`config.mk`:
```
export PLATFORM = sky130hd
export DESIGN_NAME = pe_param
export DESIGN_NICKNAME = d
export VERILOG_FILES = /design/src/rtl/pe_param.sv
export SDC_FILE = /design/constraint.sdc
export NUM_CORES = 1
export LEC_CHECK = 0
export CAP_MARGIN = 10
export CORE_UTILIZATION = 35
export CTS_BUF_LIST = sky130_fd_sc_hd__clkbuf_8 sky130_fd_sc_hd__clkbuf_16
export CTS_CLUSTER_DIAMETER = 150
export DETAILED_ROUTE_END_ITERATION = 8
export GPL_ROUTABILITY_DRIVEN = 1
export GPL_TIMING_DRIVEN = 0
export SKIP_CTS_REPAIR_TIMING = 1
export SLEW_MARGIN = 30
export SYNTH_ARGS = -nofsm -noshare
export SYNTH_HDL_FRONTEND = slang
export SYNTH_SLANG_ARGS = --single-unit
```
`constraint.sdc`:
```
create_clock -name I_CLK -period 6.7 [get_ports I_CLK]
set_input_delay 1.34 -clock I_CLK [delete_from_list [all_inputs] [get_ports I_CLK]]
set_output_delay 1.34 -clock I_CLK [all_outputs]
set_load 0.005 [all_outputs]
```
`src/rtl/pe_param.sv`:
```
// Two-stage signed multiply-accumulate processing element for a systolic array.
// Supports pass-down (mode 0) and local accumulate with drain (mode 1).
module pe_param #(
    parameter int DW = 8,
    parameter int FW = 5
) (
    input  logic                 I_CLK,
    input  logic                 I_RST_N,
    input  logic                 I_W_LD,
    input  logic signed [DW-1:0] I_W,
    input  logic                 I_X_VLD,
    input  logic signed [DW-1:0] I_X,
    input  logic signed [DW-1:0] I_D,
    input  logic                 I_MODE,
    input  logic                 I_ACC_CLR,
    input  logic                 I_DRAIN,
    output logic signed [DW-1:0] O_X,
    output logic                 O_X_VLD,
    output logic signed [DW-1:0] O_W,
    output logic                 O_W_LD,
    output logic signed [DW-1:0] O_OUT,
    output logic                 O_OUT_VLD,
    output logic                 O_SAT
);

    localparam int PW = 2 * DW;

    localparam logic signed [DW-1:0] MAXV = {1'b0, {(DW-1){1'b1}}};
    localparam logic signed [DW-1:0] MINV = {1'b1, {(DW-1){1'b0}}};

    localparam logic signed [PW-1:0] P_HI = {{(DW+1){1'b0}}, {(DW-1){1'b1}}};
    localparam logic signed [PW-1:0] P_LO = {{(DW+1){1'b1}}, {(DW-1){1'b0}}};
    localparam logic signed [PW-1:0] RND  = PW'((1 << FW) >> 1);

    localparam logic signed [DW:0] S_HI = {2'b00, {(DW-1){1'b1}}};
    localparam logic signed [DW:0] S_LO = {2'b11, {(DW-1){1'b0}}};

    logic signed [DW-1:0] w_q;
    logic signed [DW-1:0] acc_q;
    logic signed [DW-1:0] acc_nxt;

    logic                 s1_vld;
    logic                 s1_mode;
    logic signed [DW-1:0] s1_p;
    logic signed [DW-1:0] s1_d;

    logic                 drain_pend;
    logic                 drain_req;

    logic signed [PW-1:0] prod;
    logic signed [PW-1:0] prod_s;
    logic signed [DW-1:0] p_sat;
    logic                 clamp1;

    logic signed [DW-1:0] acc_base;
    logic signed [DW:0]   sum_d;
    logic signed [DW:0]   sum_a;
    logic signed [DW-1:0] out_sum;
    logic                 clamp2;

    function automatic logic signed [DW-1:0] sat_n(input logic signed [DW:0] v);
        logic signed [DW-1:0] r;
        if (v > S_HI) begin
            r = MAXV;
        end else if (v < S_LO) begin
            r = MINV;
        end else begin
            r = v[DW-1:0];
        end
        return r;
    endfunction

    function automatic logic ovf_n(input logic signed [DW:0] v);
        return (v > S_HI) || (v < S_LO);
    endfunction

    // Stage 1: full-width product, round-half-up, arithmetic shift, clamp.
    assign prod   = I_X * w_q;
    assign prod_s = (prod + RND) >>> FW;
    assign clamp1 = (prod_s > P_HI) || (prod_s < P_LO);

    always_comb begin
        p_sat = prod_s[DW-1:0];
        if (prod_s > P_HI) begin
            p_sat = MAXV;
        end else if (prod_s < P_LO) begin
            p_sat = MINV;
        end
    end

    // Stage 2: clear is applied before the accumulate update.
    assign acc_base = I_ACC_CLR ? '0 : acc_q;
    assign sum_d    = (DW+1)'(s1_p) + (DW+1)'(s1_d);
    assign sum_a    = (DW+1)'(acc_base) + (DW+1)'(s1_p);
    assign out_sum  = sat_n(sum_d);

    always_comb begin
        acc_nxt = acc_base;
        clamp2  = 1'b0;
        if (s1_vld && s1_mode) begin
            acc_nxt = sat_n(sum_a);
            clamp2  = ovf_n(sum_a);
        end else if (s1_vld) begin
            clamp2  = ovf_n(sum_d);
        end
    end

    assign drain_req = I_DRAIN || drain_pend;

    always_ff @(posedge I_CLK or negedge I_RST_N) begin
        if (!I_RST_N) begin
            O_X        <= '0;
            O_X_VLD    <= 1'b0;
            O_W        <= '0;
            O_W_LD     <= 1'b0;
            w_q        <= '0;
            s1_vld     <= 1'b0;
            s1_mode    <= 1'b0;
            s1_p       <= '0;
            s1_d       <= '0;
            acc_q      <= '0;
            O_SAT      <= 1'b0;
            O_OUT      <= '0;
            O_OUT_VLD  <= 1'b0;
            drain_pend <= 1'b0;
        end else begin
            O_X     <= I_X;
            O_X_VLD <= I_X_VLD;
            O_W     <= I_W;
            O_W_LD  <= I_W_LD;

            if (I_W_LD) begin
                w_q <= I_W;
            end

            s1_vld <= I_X_VLD;
            if (I_X_VLD) begin
                s1_p    <= p_sat;
                s1_d    <= I_D;
                s1_mode <= I_MODE;
            end

            acc_q <= acc_nxt;
            O_SAT <= (O_SAT && !I_ACC_CLR) || (I_X_VLD && clamp1) || clamp2;

            // A pass-down result wins the output; a drain waits one cycle.
            O_OUT_VLD <= 1'b0;
            if (s1_vld && !s1_mode) begin
                O_OUT      <= out_sum;
                O_OUT_VLD  <= 1'b1;
                drain_pend <= drain_req;
            end else if (drain_req) begin
                O_OUT      <= acc_nxt;
                O_OUT_VLD  <= 1'b1;
                drain_pend <= 1'b0;
            end
        end
    end

endmodule

```
**Word level (Yosys, flattened, before mapping)**

Cells that the tools add are included.

- Register bits after elaboration: 62
- ROM bits: 0
- Bits in latches: 0
- Word-level logic and storage cells: 52
- Input port bits: 31
- Memories: 0
- Memory bits (writable): 0

- Multiplexer cells: 16
- Shift operators: 0
- Bitwise logic cells: 0
- Equal/unequal tests: 0
- Reductions and logical operators: 13
- Div/mod/pow operators: 0
- Multipliers: 1
- Order comparisons: 6
- $add $sub $neg: 3

Operators by type and width:

| operator | number |
|---|---|
| $mux W8 | 10 |
| $add A8 B8 Y9 | 2 |
| $gt A9 B8 Y1 const B | 2 |
| $lt A9 B8 Y1 const B | 2 |
| $add A16 B6 Y16 const B | 1 |
| $mul A8 B8 Y16 | 1 |
| $gt A11 B8 Y1 const B | 1 |
| $lt A11 B8 Y1 const B | 1 |
| $logic_or A1 B1 Y1 | 6 |
| $mux W1 | 6 |
| $logic_and A1 B1 Y1 | 4 |
| $logic_not A1 Y1 | 2 |
| $reduce_bool A2 Y1 | 1 |

**Depth between registers and ports, before layout**

- Depth in word-level cells: 8
- Gate-level depth with buffers: 18
- Mapped depth without buffers: 17

**Worst setup path before layout**

OpenSTA, ideal clock, no wires.

- Kind: input to register
- Start point: in I_X[2]
- End point: reg O_SAT
- Cell stages on the path: 15
- Buffers on the path: 0
- Slack: 1.102 ns
- Data arrival time: 5.532 ns
- Cells stage by stage: and2_1 fa_1 fa_1 fa_1 inv_1 fa_1 inv_1 ha_1 a21o_1 a221oi_2 mux2i_1 a21oi_2 a211oi_2 nand2b_1 a221o_1

- Cells in the longest elaborated chain, start to end: 7
- Elaborated cells between the ends (all ways): 8
- Classes of those cells: add/sub (1); mul (1); order compare (2); reduce/logical (4)

Ends and longest elaborated chain:

| what | line | text |
|---|---|---|
| start, declared | 12 | `input logic signed [DW-1:0] I_X,` |
| $mul A8 B8 Y16 (*) | 78 | `assign prod = I_X * w_q;` |
| $add A16 B6 Y16 (*) | 79 | `assign prod_s = (prod + RND) >>> FW;` |
| $gt A11 B8 Y1 / $lt A11 B8 Y1 (equally long branches) | 80 | `assign clamp1 = (prod_s > P_HI) \|\| (prod_s < P_LO);` |
| $logic_or A1 B1 Y1 (*) | 80 |  |
| $logic_and A1 B1 Y1 (*) | 144 | `O_SAT <= (O_SAT && !I_ACC_CLR) \|\| (I_X_VLD && clamp1) \|\| clamp2;` |
| $logic_or A1 B1 Y1 (*) (2 in series) | 144 |  |
| end signal, assigned | 144 |  |
| end, declared | 23 | `output logic O_SAT` |

Mark *: on every way between the ends. The rest lies on a longest branch, timed or not.
A chain may end at the register's enable or synchronous reset.

**Worst setup path after layout**

- Start point: in I_X[4]
- End point: reg O_SAT

Same word-level chain as after synthesis.

==> flow_summary.ini <==
[place]
place_inst = 826
globalplace.congestion = 0.862
placed_cell_area_sq_um = 6450
pre_cts_slack_ns = -0.0337
numPortBuffers = 58
dp_hpwl_um = 9940

[critical_path]
crit_fanout = 9
worst_setup_path_start_kind = input port
path_class = in -> reg
cp_common_cell = fa_1
worstPathRequired_ns = 6.96
slowest_delay_ns = 0.67
arrival_ns = 6.59
cp_slowest_cell = clkdlybuf4s50_1
endpoint_kind = flip-flop
crit_chain = clkdlybuf4s50_1, nand2_1, fa_1, inv_1, fa_1, fa_1, inv_1, fa_1, inv_1, ha_1, a21o_1, a221oi_2, mux2i_1, a21oi_2, a211oi_2, nand2b_1, a221o_1

[floorplan]
fp.dieArea_sq_um = 16500
core_area_sq_um = 15400
initial_core_util = 0.364
io_pins = 59
fp.dieH_um = 128
die_x_um = 128
row_count = 45

[global_routing]
overflow = 0
grt_max_degree = 38
grt_pass1_vias = 4362
grt_pass1_wl_um = 21000
antenna_found_initial = 0
grt_util_all_layers = 0.161

[clock_tree]
cts_tree = built
htreeDepth = 3
cts_made_buffers = 9
clk_pin_slew_ns = 0.05
insertion_delay_ns = 0.32
cts.path.max_buffers = 2
numClockSinks = 62
root_buffer = clkbuf_16

[timing]
tightest_slew_ns = 0.677
min_period_ns = 6.33
finalSetupViolations = 0
fmax_ghz = 0.158
post-route-period-util = 0.945
holdWs_ns = 0.513
slew_viol_final = 0
finalHoldViolCount = 0
skew_ns = 0.00580
max_slew_margin = 0.549
rsz0062_at_grt = false
setup_ws_ns = 0.371

[finish]
layout_common_cells = 78 x inv_1, 62 x dfrtp_1, 57 x fa_1, 57 x clkdlybuf4s50_1
drive_above_1_share = 0.0825
insertedDiodeCount = 0
fin_nets = 756
nFillCells = 1482
synthToLayoutAreaGrowth_pct = 20.9
final_common_cell = inv_1
final_area_sq_um = 6760
instances_no_fill = 841

[logic_synthesis]
syn-instance-count = 556
synth.avg_cell_area_sq_um = 10.1
ys.warnings.count = 0
yosysTopAreaCellShare = 0.278
ys_types = 54
async_flop_share = 1.00
syn_area_sq_um = 5590
yosys.area.top_type = dfrtp_1
ys_ff_latch = 62
yosys-top-cells-area = dfrtp_1 28%, fa_1 20%, ha_1 9.4%
synthesis.nets = 686
synth-main-ff-cell = dfrtp_1
seq_area_frac_synth = 0.278
synth-edff-count = 0

[run]
cap_violations = 0

[power_and_ir_drop]
max-vdd-ir-drop_mv = 0.256
leakagePower_nw = 3.15
cellPowerDensity_nw_per_um2 = 517

[run_status]
status = finished, final reports clean

[detailed_routing]
wire_per_inst_um = 14.5
drc = 0
drt_wl_total_um = 12200
firstDrtPassIters = 4
first_iter_violations = 137
num_vias = 4054
drt-vias-per-instance = 4.82
ant_nets = 0

[min_path]
hp-class = reg -> reg
cell usage after synthesis, drive strengths merged, types with 7 or more instances:
cell / n
nand2: 34
mux2: 20
ha: 42
and2: 42
nor2: 33
nor2b: 15
xnor2: 25
dfrtp: 62
o21ai: 8
nand2b: 7
a21oi: 25
a21o: 12
inv: 78
o22ai: 11
fa: 57
stage by stage:
| stage | power (mW) | utilization | setup TNS [ns] |
|---|---|---|---|
| finish | 3.50 | 0.440 | 0 |
| floorplan | 2.50 | - | 0 |
| global route | 3.88 | 0.440 | 0 |
| detailed placement | 3.04 | 0.420 | -0.0337 |
| CTS | 3.54 | 0.440 | 0 |
| global placement | 2.99 | 0.419 | 0 |
metal layers:
metal / GRT usage / wire length, um
met5: 0 / 0
met1: 0.199 / 5460
met2: 0.293 / 6230
met4: 0.0311 / 98
met3: 0.0308 / 420
logic make-up after synthesis:
family | Yosys count | share of synthesized area
muxes | 24 | 0.0474
xor gates and xnor gates | 29 | 0.0454
adders and majority gates | 99 | 0.298
DFF | 62 | 0.278
AOI/OAI and AO/OA | 102 | 0.129
buffers and inverters | 87 | 0.0615
and+or+nand+nor | 153 | 0.141
where the power goes:
part | internal (mW) | leakage, nW | switching [mW] | total, mW
Combinational | 1.13 | 2.25 | 1.35 | 2.49
Clock | 0.315 | 0.151 | 0.161 | 0.477
Sequential | 0.468 | 0.743 | 0.0681 | 0.536
Total | 1.91 | 3.15 | 1.58 | 3.50
critical path: cells and delay by family:
kind	cells	cell delay [ns]
AND/OR/NAND/NOR	2	0.35
adder cells (fa/ha/maj)	5	2.45
buffers and inverters	4	0.82
multiplexers	1	0.30
AO/OA/AOI/OAI	5	1.30
registers in the layout (all words and copies together) (netlist names), 8 cells and up:
name,flops
s1_p,8
w_q,8
s1_d,8
O_W,8
O_X,8
O_OUT,8
acc_q,8
final cells by class:
class                      count  area (sq um)  share of cell area
multi-input combinational    407          3690               0.546
sequential                    62          1550               0.229
timing repair buffer          59           598              0.0885
inverter                      78           293              0.0433
clock buffer                  12           267              0.0394
tap                          211           264              0.0390
buffer                         9          51.3             0.00759
clock inverter                 3          42.5             0.00629
path summary, 6_finish.rpt:
check	cells after the start	slack, ns	startpoint	end
setup reg to reg	17	1.53	w_q[2]	O_SAT
setup / recovery	17	0.37	I_X[4]	O_SAT
hold / removal	1	0.51	s1_d[2]	s1_d[2]
max in group asynchronous	2	5.22	I_RST_N	w_q[5]
hold reg to reg	1	0.51	s1_d[2]	s1_d[2]
min in group asynchronous	1	0.94	I_RST_N	O_SAT
(Power assumes the default switching activity.)
